===== src/rtl/regfile_dump_reader_if.sv =====
// Bank read port plus the outgoing valid/ready stream of the register dump reader.
// master = the reader, slave = register bank and stream consumer side.
interface regfile_dump_reader_if #(
  parameter int DATA_W = 16,
  parameter int ADDR_W = 3
);
  logic              rd_en;
  logic [ADDR_W-1:0] rd_addr;
  logic [DATA_W-1:0] rd_data;
  logic [DATA_W-1:0] out_data;
  logic [ADDR_W-1:0] out_addr;
  logic              out_valid;
  logic              out_ready;
  logic              out_last;

  modport master (
    output rd_en, rd_addr, out_data, out_addr, out_valid, out_last,
    input  rd_data, out_ready
  );

  modport slave (
    input  rd_en, rd_addr, out_data, out_addr, out_valid, out_last,
    output rd_data, out_ready
  );
endinterface


===== src/rtl/regfile_dump_reader.sv =====
// Walks every register of a bank with a registered read port and streams each
// value out over valid/ready, one beat per register, ending with a done pulse.
module regfile_dump_reader #(
  parameter int NUM_REGS = 8,
  parameter int DATA_W   = 16,
  parameter int ADDR_W   = 3
) (
  input  logic                  clk,
  input  logic                  reset,
  input  logic                  start,
  regfile_dump_reader_if.master bus,
  output logic                  busy,
  output logic                  done
);

  typedef enum logic [2:0] {
    S_IDLE,
    S_READ,
    S_CAPTURE,
    S_SEND,
    S_DONE
  } state_t;

  localparam logic [ADDR_W-1:0] LAST_ADDR = ADDR_W'(NUM_REGS - 1);

  state_t            state;
  state_t            state_next;
  logic [ADDR_W-1:0] count;
  logic [DATA_W-1:0] data_q;
  logic [ADDR_W-1:0] addr_q;
  logic              last_q;

  // NOTE: sequential state uses non-blocking assignments so every flop samples pre-edge values.
  always_ff @(posedge clk or negedge reset) begin
    if (!reset) begin
      state <= S_IDLE;
    end else begin
      state <= state_next;
    end
  end

  // NOTE: next state defaults to the current state first, so no path leaves it unassigned (no latch).
  always_comb begin
    state_next = state;
    unique case (state)
      S_IDLE:    if (start) state_next = S_READ;
      S_READ:    state_next = S_CAPTURE;
      S_CAPTURE: state_next = S_SEND;
      S_SEND:    if (bus.out_ready) state_next = last_q ? S_DONE : S_READ;
      S_DONE:    state_next = S_IDLE;
      default:   state_next = S_IDLE;
    endcase
  end

  // Counter only moves on acceptance and on a non-final handshake, so it
  // changes exactly when READ is entered and rd_addr is otherwise held.
  always_ff @(posedge clk or negedge reset) begin
    if (!reset) begin
      count  <= '0;
      data_q <= '0;
      addr_q <= '0;
      last_q <= 1'b0;
    end else begin
      if (state == S_IDLE && start) begin
        count <= '0;
      end else if (state == S_SEND && bus.out_ready && !last_q) begin
        count <= count + 1'b1;
      end

      if (state == S_CAPTURE) begin
        data_q <= bus.rd_data;
        addr_q <= count;
        last_q <= (count == LAST_ADDR);
      end
    end
  end

  // Strobes decode straight from state so an async reset drops them at once.
  assign bus.rd_en     = (state == S_READ);
  assign bus.rd_addr   = count;
  assign bus.out_valid = (state == S_SEND);
  assign bus.out_data  = data_q;
  assign bus.out_addr  = addr_q;
  assign bus.out_last  = last_q;
  assign busy          = (state == S_READ) || (state == S_CAPTURE) || (state == S_SEND);
  assign done          = (state == S_DONE);

endmodule


===== src/flat_wrapper.sv =====
// flat-port wrapper written by rule: the top's interface ports become plain ports
module regfile_dump_reader_flat 
#(
  parameter int NUM_REGS = 8,
  parameter int DATA_W   = 16,
  parameter int ADDR_W   = 3
)
  (clk, reset, start, busy, done, bus_rd_en, bus_rd_addr, bus_out_data, bus_out_addr, bus_out_valid, bus_out_last, bus_rd_data, bus_out_ready);
  regfile_dump_reader_if #(.DATA_W(DATA_W), .ADDR_W(ADDR_W)) bus_i ();
  input  logic clk;
  input  logic reset;
  input  logic start;
  output logic busy;
  output logic done;
  output wire logic [$bits(bus_i.rd_en)-1:0] bus_rd_en;
  output wire logic [$bits(bus_i.rd_addr)-1:0] bus_rd_addr;
  output wire logic [$bits(bus_i.out_data)-1:0] bus_out_data;
  output wire logic [$bits(bus_i.out_addr)-1:0] bus_out_addr;
  output wire logic [$bits(bus_i.out_valid)-1:0] bus_out_valid;
  output wire logic [$bits(bus_i.out_last)-1:0] bus_out_last;
  input wire logic [$bits(bus_i.rd_data)-1:0] bus_rd_data;
  input wire logic [$bits(bus_i.out_ready)-1:0] bus_out_ready;
  assign bus_rd_en = bus_i.rd_en;
  assign bus_rd_addr = bus_i.rd_addr;
  assign bus_out_data = bus_i.out_data;
  assign bus_out_addr = bus_i.out_addr;
  assign bus_out_valid = bus_i.out_valid;
  assign bus_out_last = bus_i.out_last;
  assign bus_i.rd_data = bus_rd_data;
  assign bus_i.out_ready = bus_out_ready;
  regfile_dump_reader #(.NUM_REGS(NUM_REGS), .DATA_W(DATA_W), .ADDR_W(ADDR_W)) u_core (.clk(clk), .reset(reset), .start(start), .bus(bus_i), .busy(busy), .done(done));
endmodule

===== config.mk =====
export PLATFORM = sky130hd
export DESIGN_NAME = regfile_dump_reader_flat
export DESIGN_NICKNAME = d
export VERILOG_FILES = /design/src/rtl/regfile_dump_reader_if.sv /design/src/rtl/regfile_dump_reader.sv /design/src/flat_wrapper.sv
export SDC_FILE = /design/constraint.sdc
export NUM_CORES = 1
export LEC_CHECK = 0
export BUFFER_PORTS_ARGS = -buffer_cell sky130_fd_sc_hd__buf_2
export CAP_MARGIN = 40
export CORE_MARGIN = 1.5
export CORE_UTILIZATION = 50
export CTS_CLUSTER_SIZE = 20
export DETAILED_ROUTE_END_ITERATION = 12
export PLACE_DENSITY = 0.82
export SYNTH_ARGS = -nofsm -noshare
export SYNTH_HDL_FRONTEND = slang
export SYNTH_SLANG_ARGS = --single-unit

===== constraint.sdc =====
create_clock -name clk -period 3.8 [get_ports clk]
set_clock_uncertainty 0.2 [all_clocks]
set_input_delay 0.76 -clock clk [delete_from_list [all_inputs] [get_ports clk]]
set_output_delay 0.76 -clock clk [all_outputs]
set_load 0.03 [all_outputs]

==> results.json <==
{
  "status": "finished, final reports clean",
  "syn-mean-instance-area_sq_um": 15.6,
  "worst-path-max-fanout": 6,
  "timing.fmax_mhz": 434,
  "critPathKind": "reg -> out",
  "hold_violations": 0,
  "cts.repair.resized": 0,
  "cts_tree": "built",
  "io_pins": 47,
  "end_kind": "output pin",
  "fin_tns_setup_ns": 0,
  "worstPathArrival_ns": 1.35,
  "setup_viol": 0,
  "via_per_inst": 5.00,
  "maxSlewHeadroom": 0.477,
  "core-area_sq_um": 2210,
  "grt.busiest_layer": "met2",
  "crit_path_start": "u_core.state[1]",
  "fin_ws_ns": 1.49,
  "required_ns": 2.84,
  "ys_seq_area_frac": 0.556,
  "cts_buffers": 3,
  "fillers": 196,
  "grt_pass1_wl_microns": 3460,
  "overflow": 0,
  "h-tree-depth": 1,
  "clk_pin_slew_worst_paths_ns": 0.14,
  "reg2reg_from": "u_core.state[2]",
  "ir_worst_vdd_uv": 597,
  "cp_cell_sequence": "nor2_1 > and2_1 > buf_2",
  "reg2reg_depth": 3,
  "drive_gt1_frac": 0.602,
  "placed_cell_area_sq_um": 1400,
  "grtUsageMet2": 0.284,
  "utilization": 0.655,
  "grt.total_usage": 0.183,
  "hpwl_microns": 1550,
  "area_growth_pct": 23.7,
  "die_h_microns": 51.4,
  "grtUsageMet1": 0.234,
  "die_w_microns": 51.4,
  "wl_microns": 2160,
  "period_minus_slack_ns": 2.31,
  "crit_slowest_cell": "dfrtp_1",
  "start_kind": "register",
  "detail-route-antenna-nets": 0,
  "critPathBufInv": 1,
  "drc": 0,
  "netlist_area_sq_um": 1170,
  "synth_seq_cells": 26,
  "met3_usage": 0.0322,
  "r2r_setup_slack_ns": 1.88,
  "ctsHoldBuffers": 0,
  "post_cts_buffers": 0,
  "seqCellArea_sq_um": 651,
  "clock-sinks": 26,
  "synthCells": 75,
  "p_per_area_nw_per_um2": 1060,
  "rsz0062_at_grt": "no",
  "placementRows": 17,
  "ys_warn_count": 0,
  "crit_path_end": "done",
  "r2r-end": "u_core.bus.out_data[9]",
  "antenna_found_initial": 0,
  "num_antenna_cells": 0,
  "die_area_sq_um": 2640,
  "start_util": 0.529,
  "place_congestion": 0.839,
  "multiInputGateArea_sq_um": 469,
  "grt_pass1_vias": 773,
  "synth.distinct_cells": 18,
  "drt-initial-drc-count": 5,
  "worst_hold_path_type": "in -> async",
  "crit_family": "flip-flops",
  "clockBufferDepth": 2,
  "wl_per_cell_microns": 14.3,
  "drtPass1Iterations": 4,
  "worstMarginPinSlew_ns": 0.782,
  "p_leak_nw": 0.763,
  "clk_latency_ns": 0.32,
  "fin_area_sq_um": 1450,
  "drv_slew": 0,
  "preCtsSetupSlack_ns": 1.87,
  "drv_cap": 0,
  "finalCritPeriodShare": 0.607,
  "via_count": 755,
  "finalNetCount": 146,
  "portBuffers": 46,
  "path_depth": 3,
  "cpPeakStageDelay_ns": 0.48,
  "syn_nets": 97,
  "grt_max_degree": 27,
  "root_buffer": "clkbuf_4"
}
## cell families (layout without fill, tap and decap cells)
logic type | after synthesis | in the layout | share of synthesized area
adders and majority gates | 2 | 2 | 0.0214
buffers and inverters | 5 | 53 | 0.0438
DFF | 26 | 26 | 0.556
AOI/OAI and AO/OA | 1 | 1 | 0.00641
muxes | 23 | 23 | 0.282
and+or+nand+nor | 18 | 18 | 0.0908
## layout make-up
type | count | share of cell area
inverters | 3 | 0.00777
repair buffers | 46 | 0.159
flip-flops and latches | 26 | 0.449
clock inverters | 1 | 0.0207
clock buffers | 3 | 0.0155
multi-input cells | 44 | 0.324
well taps | 28 | 0.0242
## cells in the mapped netlist
cell type	count	area (sq um)
a22oi_1	1	7.51
buf_12	2	40.0
nand3_1	1	5.00
inv_2	1	3.75
nor2_1	5	18.8
nor3_2	1	10.0
dfrtp_1	26	651
mux2i_1	3	30.0
mux2_4	20	300
and2_1	1	6.26
ha_1	2	25.0
nand2b_4	1	13.8
nand2_1	4	15.0
nor3_1	2	10.0
inv_1	2	7.51
or4b_1	1	10.0
nor2_4	1	11.3
and3_1	1	6.26
## worst reg2reg max path: stages (launching register included)
cell      delay, ns
dfrtp_1        0.46
nand2b_4       0.19
nor2_4         0.60
mux2_4         0.36
## per-stage QoR
stage	power (mW)	hold slack [ns]	cells
2_1_floorplan	1.18	0.264	75
3_3_place_gp	1.33	0.287	147
3_5_place_dp	1.36	0.289	147
4_1_cts	1.55	0.211	151
5_1_grt	1.63	0.237	151
6_report	1.54	0.205	151
## sequential cells by signal (all words and copies together), names as in the netlist
register,cells
u_core.state,3
u_core.bus.out_addr,3
u_core.bus.rd_addr,3
u_core.bus.out_data,16
u_core.bus.out_last,1
## how the worst min path moves through the flow
stage | end | slack (ns) | cells past startpoint
2_1_floorplan | u_core.bus.out_addr[0] | 0.26 | 0
3_3_place_gp | u_core.bus.out_data[7] | 0.29 | 1
3_5_place_dp | u_core.bus.out_data[6] | 0.29 | 1
4_1_cts | u_core.bus.out_data[4] | 0.21 | 1
5_1_grt | u_core.bus.out_data[6] | 0.24 | 1
6_report | u_core.bus.out_data[15] | 0.20 | 1
## per-layer routing
metal  part of all wire  wire, microns
met1               0.43            932
met2               0.49           1050
met3              0.062            133
met4              0.021             45
met5                  0              0
## cells in the final DEF (no fill, tap or decap), drive strengths merged, types with 2 or more instances in the layout
cell type	n
nand2	4
inv	3
nor2	6
clkbuf	3
mux2	20
buf	46
mux2i	3
nor3	3
dfrtp	26
ha	2
## where the power goes
part	internal, mW	total (mW)	switching, mW
registers	0.412	0.513	0.101
clock network	0.107	0.189	0.0820
logic	0.353	0.834	0.482
(Power assumes the default switching activity.)
